===== src/rtl/sop_acq_ctrl_if.sv =====
`timescale 1ns/1ps
`default_nettype none
// ============================================================================
// sop_acq_ctrl_if : control/status bundle between SOP acquisition and host
// Revision 1.0
// ============================================================================
interface sop_acq_ctrl_if;
    logic        en;
    logic        sop_raw;
    logic [23:0] thr_cfg;
    logic [23:0] thr_lvl;
    logic        sop_out;
    logic        sop_missed;
    logic        locked;
    logic [1:0]  state;
    logic [2:0]  miss_cnt;

    modport master (
        output en, sop_raw, thr_cfg,
        input  thr_lvl, sop_out, sop_missed, locked, state, miss_cnt
    );

    modport slave (
        input  en, sop_raw, thr_cfg,
        output thr_lvl, sop_out, sop_missed, locked, state, miss_cnt
    );
endinterface
`default_nettype wire


===== src/rtl/sop_acq_ctrl.sv =====
`timescale 1ns/1ps
`default_nettype none
// ============================================================================
// sop_acq_ctrl : SEARCH/VERIFY/TRACK lock controller for the correlator SOP
// detector, with threshold control and flywheel bridging of missed SOPs.
// Revision 1.0
// ============================================================================
module sop_acq_ctrl #(
    parameter int PERIOD   = 52800,
    parameter int WIN      = 64,
    parameter int VERIFY_N = 3,
    parameter int MISS_MAX = 4,
    parameter int DWELL    = 105600,
    parameter int THR_STEP = 15,
    parameter int THR_MIN  = 30
) (
    input  wire logic       clk,
    input  wire logic       rst,
    sop_acq_ctrl_if.slave   bus
);
    localparam int PW = $clog2(PERIOD + WIN + 1);
    localparam int DW = $clog2(DWELL + 1);
    localparam int HW = $clog2(VERIFY_N + 1);

    localparam logic [PW-1:0] c_ph_lo     = PW'(PERIOD - WIN);
    localparam logic [PW-1:0] c_ph_hi     = PW'(PERIOD + WIN);
    localparam logic [PW-1:0] c_ph_centre = PW'(WIN);
    localparam logic [PW-1:0] c_ph_one    = PW'(1);
    localparam logic [DW-1:0] c_dwell_end = DW'(DWELL - 1);
    localparam logic [DW-1:0] c_dwell_one = DW'(1);
    localparam logic [HW-1:0] c_hits_lock = HW'(VERIFY_N);
    localparam logic [HW-1:0] c_hits_one  = HW'(1);
    localparam logic [2:0]    c_miss_max  = 3'(MISS_MAX);
    localparam logic [23:0]   c_thr_step  = 24'(THR_STEP);
    localparam logic [23:0]   c_thr_min   = 24'(THR_MIN);
    localparam logic [23:0]   c_thr_floor = 24'(THR_MIN + THR_STEP);

    typedef enum logic [1:0] {
        IDLE   = 2'd0,
        SEARCH = 2'd1,
        VERIFY = 2'd2,
        TRACK  = 2'd3
    } state_t;

    state_t        state_q,      state_d;
    logic [23:0]   thr_q,        thr_d;
    logic [2:0]    miss_q,       miss_d;
    logic [DW-1:0] dwell_q,      dwell_d;
    logic [PW-1:0] phase_q,      phase_d;
    logic [HW-1:0] hits_q,       hits_d;
    logic          sop_out_q,    sop_out_d;
    logic          sop_missed_q, sop_missed_d;
    logic          locked_q,     locked_d;

    logic          w_in_win;
    logic [23:0]   w_thr_dec;
    logic [24:0]   w_thr_sum;
    logic [23:0]   w_thr_inc;
    logic [HW-1:0] w_hits_nxt;
    logic [2:0]    w_miss_nxt;

    assign w_in_win   = (phase_q >= c_ph_lo) && (phase_q <= c_ph_hi);
    // max(thr - step, min) without going through a negative intermediate
    assign w_thr_dec  = (thr_q >= c_thr_floor) ? (thr_q - c_thr_step) : c_thr_min;
    assign w_thr_sum  = {1'b0, thr_q} + {1'b0, c_thr_step};
    assign w_thr_inc  = w_thr_sum[24] ? 24'hFF_FFFF : w_thr_sum[23:0];
    assign w_hits_nxt = hits_q + c_hits_one;
    assign w_miss_nxt = miss_q + 3'd1;

    always_comb begin
        state_d      = state_q;
        thr_d        = thr_q;
        miss_d       = miss_q;
        dwell_d      = dwell_q;
        phase_d      = phase_q;
        hits_d       = hits_q;
        sop_out_d    = 1'b0;
        sop_missed_d = 1'b0;
        locked_d     = locked_q;

        if (state_q == IDLE) begin
            thr_d = bus.thr_cfg;
        end

        if (!bus.en) begin
            state_d  = IDLE;
            locked_d = 1'b0;
            miss_d   = 3'd0;
        end else begin
            case (state_q)
                IDLE: begin
                    state_d = SEARCH;
                    dwell_d = '0;
                end
                SEARCH: begin
                    // a SOP on the dwell-terminal cycle takes priority over the step-down
                    if (bus.sop_raw) begin
                        state_d = VERIFY;
                        phase_d = '0;
                        hits_d  = '0;
                        dwell_d = '0;
                    end else if (dwell_q == c_dwell_end) begin
                        thr_d   = w_thr_dec;
                        dwell_d = '0;
                    end else begin
                        dwell_d = dwell_q + c_dwell_one;
                    end
                end
                VERIFY: begin
                    phase_d = phase_q + c_ph_one;
                    if (bus.sop_raw && w_in_win) begin
                        phase_d = '0;
                        if (w_hits_nxt == c_hits_lock) begin
                            state_d  = TRACK;
                            locked_d = 1'b1;
                            miss_d   = 3'd0;
                            hits_d   = '0;
                        end else begin
                            hits_d = w_hits_nxt;
                        end
                    end else if (bus.sop_raw) begin
                        thr_d   = w_thr_inc;
                        state_d = SEARCH;
                        dwell_d = '0;
                    end else if (phase_q == c_ph_hi) begin
                        state_d = SEARCH;
                        dwell_d = '0;
                    end
                end
                TRACK: begin
                    phase_d = phase_q + c_ph_one;
                    if (bus.sop_raw && w_in_win) begin
                        sop_out_d = 1'b1;
                        phase_d   = '0;
                        miss_d    = 3'd0;
                    end else if (phase_q == c_ph_hi) begin
                        // flywheel: pretend the SOP landed at the nominal instant
                        sop_missed_d = 1'b1;
                        phase_d      = c_ph_centre;
                        if (w_miss_nxt == c_miss_max) begin
                            state_d  = SEARCH;
                            locked_d = 1'b0;
                            thr_d    = bus.thr_cfg;
                            miss_d   = 3'd0;
                            dwell_d  = '0;
                        end else begin
                            miss_d = w_miss_nxt;
                        end
                    end
                end
                default: state_d = IDLE;
            endcase
        end
    end

    always_ff @(posedge clk or negedge rst) begin
        if (!rst) begin
            state_q      <= IDLE;
            thr_q        <= '0;
            miss_q       <= '0;
            dwell_q      <= '0;
            phase_q      <= '0;
            hits_q       <= '0;
            sop_out_q    <= 1'b0;
            sop_missed_q <= 1'b0;
            locked_q     <= 1'b0;
        end else begin
            state_q      <= state_d;
            thr_q        <= thr_d;
            miss_q       <= miss_d;
            dwell_q      <= dwell_d;
            phase_q      <= phase_d;
            hits_q       <= hits_d;
            sop_out_q    <= sop_out_d;
            sop_missed_q <= sop_missed_d;
            locked_q     <= locked_d;
        end
    end

    assign bus.thr_lvl    = thr_q;
    assign bus.sop_out    = sop_out_q;
    assign bus.sop_missed = sop_missed_q;
    assign bus.locked     = locked_q;
    assign bus.state      = state_q;
    assign bus.miss_cnt   = miss_q;
endmodule
`default_nettype wire


===== src/flat_wrapper.sv =====
// flat-port wrapper written by rule: the top's interface ports become plain ports
module sop_acq_ctrl_flat 
#(
    parameter int PERIOD   = 52800,
    parameter int WIN      = 64,
    parameter int VERIFY_N = 3,
    parameter int MISS_MAX = 4,
    parameter int DWELL    = 105600,
    parameter int THR_STEP = 15,
    parameter int THR_MIN  = 30
)
  (clk, rst, bus_en, bus_sop_raw, bus_thr_cfg, bus_thr_lvl, bus_sop_out, bus_sop_missed, bus_locked, bus_state, bus_miss_cnt);
  sop_acq_ctrl_if bus_i ();
  input  wire logic clk;
  input  wire logic rst;
  input wire logic [$bits(bus_i.en)-1:0] bus_en;
  input wire logic [$bits(bus_i.sop_raw)-1:0] bus_sop_raw;
  input wire logic [$bits(bus_i.thr_cfg)-1:0] bus_thr_cfg;
  output wire logic [$bits(bus_i.thr_lvl)-1:0] bus_thr_lvl;
  output wire logic [$bits(bus_i.sop_out)-1:0] bus_sop_out;
  output wire logic [$bits(bus_i.sop_missed)-1:0] bus_sop_missed;
  output wire logic [$bits(bus_i.locked)-1:0] bus_locked;
  output wire logic [$bits(bus_i.state)-1:0] bus_state;
  output wire logic [$bits(bus_i.miss_cnt)-1:0] bus_miss_cnt;
  assign bus_i.en = bus_en;
  assign bus_i.sop_raw = bus_sop_raw;
  assign bus_i.thr_cfg = bus_thr_cfg;
  assign bus_thr_lvl = bus_i.thr_lvl;
  assign bus_sop_out = bus_i.sop_out;
  assign bus_sop_missed = bus_i.sop_missed;
  assign bus_locked = bus_i.locked;
  assign bus_state = bus_i.state;
  assign bus_miss_cnt = bus_i.miss_cnt;
  sop_acq_ctrl #(.PERIOD(PERIOD), .WIN(WIN), .VERIFY_N(VERIFY_N), .MISS_MAX(MISS_MAX), .DWELL(DWELL), .THR_STEP(THR_STEP), .THR_MIN(THR_MIN)) u_core (.clk(clk), .rst(rst), .bus(bus_i));
endmodule

===== config.mk =====
export PLATFORM = sky130hd
export DESIGN_NAME = sop_acq_ctrl_flat
export DESIGN_NICKNAME = d
export VERILOG_FILES = /design/src/rtl/sop_acq_ctrl_if.sv /design/src/rtl/sop_acq_ctrl.sv /design/src/flat_wrapper.sv
export SDC_FILE = /design/constraint.sdc
export NUM_CORES = 1
export LEC_CHECK = 0
export ABC_AREA = 1
export CORE_ASPECT_RATIO = 1.5
export CORE_MARGIN = 2
export CORE_UTILIZATION = 37
export CTS_BUF_LIST = sky130_fd_sc_hd__clkbuf_4
export CTS_CLUSTER_SIZE = 12
export DETAILED_ROUTE_END_ITERATION = 6
export MAX_ROUTING_LAYER = met4
export PLACE_DENSITY = 0.61
export SYNTH_ARGS = -nofsm -noshare
export SYNTH_HDL_FRONTEND = slang
export SYNTH_SLANG_ARGS = --single-unit

===== constraint.sdc =====
create_clock -name clk -period 3.1 [get_ports clk]
set_input_delay 0.62 -clock clk [delete_from_list [all_inputs] [get_ports clk]]
set_output_delay 0.62 -clock clk [all_outputs]
set_load 0.1 [all_outputs]

==> flow_metrics.env <==
export IMPL_utilization_pct=42.2
export IMPL_critPathMaxFanout=9
export IMPL_criticalPathCategory="flop to flop"
export IMPL_clkLatencyLatePin_ns=0.47
export IMPL_cts_tree="done"
export IMPL_final_common_cell="nand2_1"
export IMPL_synth_top_area_share_pct=23.8
export IMPL_track_usage_pct=23.8
export IMPL_postRouteAntennaNets=0
export IMPL_fp_dieArea_um2=20200
export IMPL_cp_data_required_time_ns=3.47
export IMPL_grt_start_max_net_pins=68
export IMPL_clockBufferDepth=2
export IMPL_area_growth_pct=11.7
export IMPL_grt_pass1_vias=7198
export IMPL_syn_inst=1166
export IMPL_finalCritPeriodShare_pct=81.5
export IMPL_gp_congestion=0.992
export IMPL_syn_area_per_cell_um2=6.04
export IMPL_max_freq_ghz=0.396
export IMPL_fin_nets=1249
export IMPL_r2r_start="u_core.dwell_q[0]"
export IMPL_root_buffer="clkbuf_4"
export IMPL_drive_gt1_share_pct=11.6
export IMPL_syn_cell_area_um2=7040
export IMPL_io_pin_count=60
export IMPL_layout_common_cells="nand2_1, inv_1, nand3_1"
export IMPL_vias=7491
export IMPL_reg2regPathDepth=12
export IMPL_core_um2=18600
export IMPL_ys_types=45
export IMPL_tightest_slew_ns=0.943
export IMPL_htree_levels=3
export IMPL_synth_top_cell_by_area="dfrtp_1"
export IMPL_fin_skew_ns=0.0281
export IMPL_power_density_nw_per_um2=629
export IMPL_r2r_end="u_core.bus.thr_lvl[1]"
export IMPL_hold_class="input pin to async pin"
export IMPL_cp_arrival_ns=2.90
export IMPL_wl_per_cell_um=15.7
export IMPL_drt_iter0_drc=445
export IMPL_clk_pin_slew_worst_paths_ns=0.16
export IMPL_async_reset_ff_share_pct=100
export IMPL_drc=0
export IMPL_vias_per_cell=5.11
export IMPL_dp_hpwl_um=16900
export IMPL_synth_seq_cells=67
export IMPL_antenna_found_initial=1
export IMPL_hold_viol_final=0
export IMPL_use_met3_pct=1.89
export IMPL_synthTopCellsByArea="dfrtp_1, nand2_1, nand3_1"
export IMPL_met1_usage_pct=25.7
export IMPL_setup_ws_ns=0.573
export IMPL_met2_usage_pct=43.5
export IMPL_cp_end_kind="flop"
export IMPL_reg2reg_slack_ns=0.57
export IMPL_setup_viol=0
export IMPL_die_h_um=173
export IMPL_holdBufCountCts=0
export IMPL_drtPass1Iterations=4
export IMPL_fin_crit_ns=2.53
export IMPL_syn_nets=1207
export IMPL_initial_core_util_pct=37.8
export IMPL_status="complete, no violations"
export IMPL_p_leak_nw=3.82
export IMPL_max_slew_margin_pct=37.1
export IMPL_cts_sinks=67
export IMPL_drv_slew=0
export IMPL_grt_remaining_overflow=0
export IMPL_routed_wl_um=23000
export IMPL_fp_dieW_um=117
export IMPL_max_vdd_ir_drop_mv=0.376
export IMPL_pre_cts_ws_ns=0.378
export IMPL_yosysWarnings=0
export IMPL_start_kind="flop"
export IMPL_tns_ns=0
export IMPL_synth_edf_count=0
export IMPL_busiest_layer="met2"
export IMPL_numPortBuffers=59
export IMPL_rows=61
export IMPL_rsz0062_at_grt="no"
export IMPL_drv_cap=0
export IMPL_cts_buffers=9
export IMPL_yosysSeqAreaShare_pct=23.8
export IMPL_ys_flop_type="dfrtp_1"
export IMPL_postCtsSetupBuffers=0
export IMPL_grt_pass1_wl_um=36700
export IMPL_cts_repair_resized=0
[final cells by class]
type | instances | area [µm²]
fill | 2121 | 10800
multi-input combinational | 894 | 4480
sequential | 67 | 1680
timing repair buffer | 78 | 651
inverter | 158 | 596
tap | 252 | 315
clock inverter | 7 | 75.1
clock buffer | 9 | 67.6
antenna | 1 | 2.50
[Yosys cell counts, types with 2 or more instances]
master,number
nand2_1,368
inv_1,143
nand3_1,117
nor2_1,112
dfrtp_1,67
o21ai_0,56
a21oi_1,36
xor2_1,32
nor3_1,26
nand4_1,21
buf_2,18
o21ai_1,18
clkbuf_1,14
ha_1,13
inv_2,13
nand3b_1,12
nor2_4,12
nand2_2,11
buf_6,9
nand3_2,8
nor2_2,8
nor3b_1,7
buf_4,5
nand2_4,4
nor4_1,4
or2_2,4
xnor2_1,4
o211ai_1,3
a21oi_2,2
and2_1,2
nand4_2,2
o21bai_1,2
[layer usage]
layer	up-vias	routed length [µm]
li1	3776	-
met1	3493	8920
met2	169	12400
met3	53	713
met4	0	923
met5	-	0
[report_power, final]
group	switching, W	total (W)	internal (W)
registers	0.000330	0.00134	0.00101
clock network	0.000419	0.000669	0.000250
logic	0.00220	0.00294	0.000739
total	0.00295	0.00495	0.00199
[cells by family (layout without fill, tap and decap cells)]
logic type      after synthesis  in the layout  share of synthesized area, %
compound gates              120            120                          9.24
fa+ha+maj                    13             13                          2.31
buf+inv                     205            252                          12.5
flops                        67             67                          23.8
other cells                   0              1                             0
xor+xnor                     36             36                          4.48
simple gates                725            725                          47.6
[registers in the layout (all words and copies together), names as in the netlist]
signal / cells
u_core.bus.sop_missed: 1
u_core.bus.locked: 1
u_core.dwell_q: 17
u_core.phase_q: 16
u_core.hits_q: 2
u_core.bus.thr_lvl: 24
u_core.bus.sop_out: 1
u_core.bus.state: 2
u_core.bus.miss_cnt: 3
[critical path, stage by stage, from the launching register on]
cell and delay, ns:
dfrtp_1 0.48, ha_1 0.23, nand2_1 0.11, nor2_4 0.16, nand2_2 0.09, nor2_4 0.16, nand3_4 0.20, inv_1 0.26
nand2_1 0.27, o21ai_0 0.22, nand3_1 0.10, nor2_1 0.11, nor2_1 0.05
[through the flow]
step | hold WS, ns | area (µm²) | power, W | instances
after floorplan | 0.324 | 7040 | 0.00355 | 1166
after global placement | 0.509 | 7720 | 0.00427 | 1449
after detailed placement | 0.527 | 7720 | 0.00428 | 1449
after CTS | 0.306 | 7860 | 0.00496 | 1465
after global routing | 0.341 | 7870 | 0.00529 | 1466
final | 0.269 | 7870 | 0.00495 | 1466
[worst max-delay path by stage]
stage / from / end / slack [ns]
2_1_floorplan: u_core.bus.thr_lvl[0] / u_core.bus.thr_lvl[18] / 0.57
3_3_place_gp: bus_sop_raw / u_core.dwell_q[15] / 0.39
3_5_place_dp: bus_sop_raw / u_core.dwell_q[4] / 0.38
4_1_cts: u_core.dwell_q[0] / u_core.bus.thr_lvl[1] / 0.60
5_1_grt: u_core.dwell_q[0] / u_core.bus.thr_lvl[1] / 0.37
6_report: u_core.dwell_q[0] / u_core.bus.thr_lvl[1] / 0.57
No activity file was read; power rests on OpenSTA's default activity.
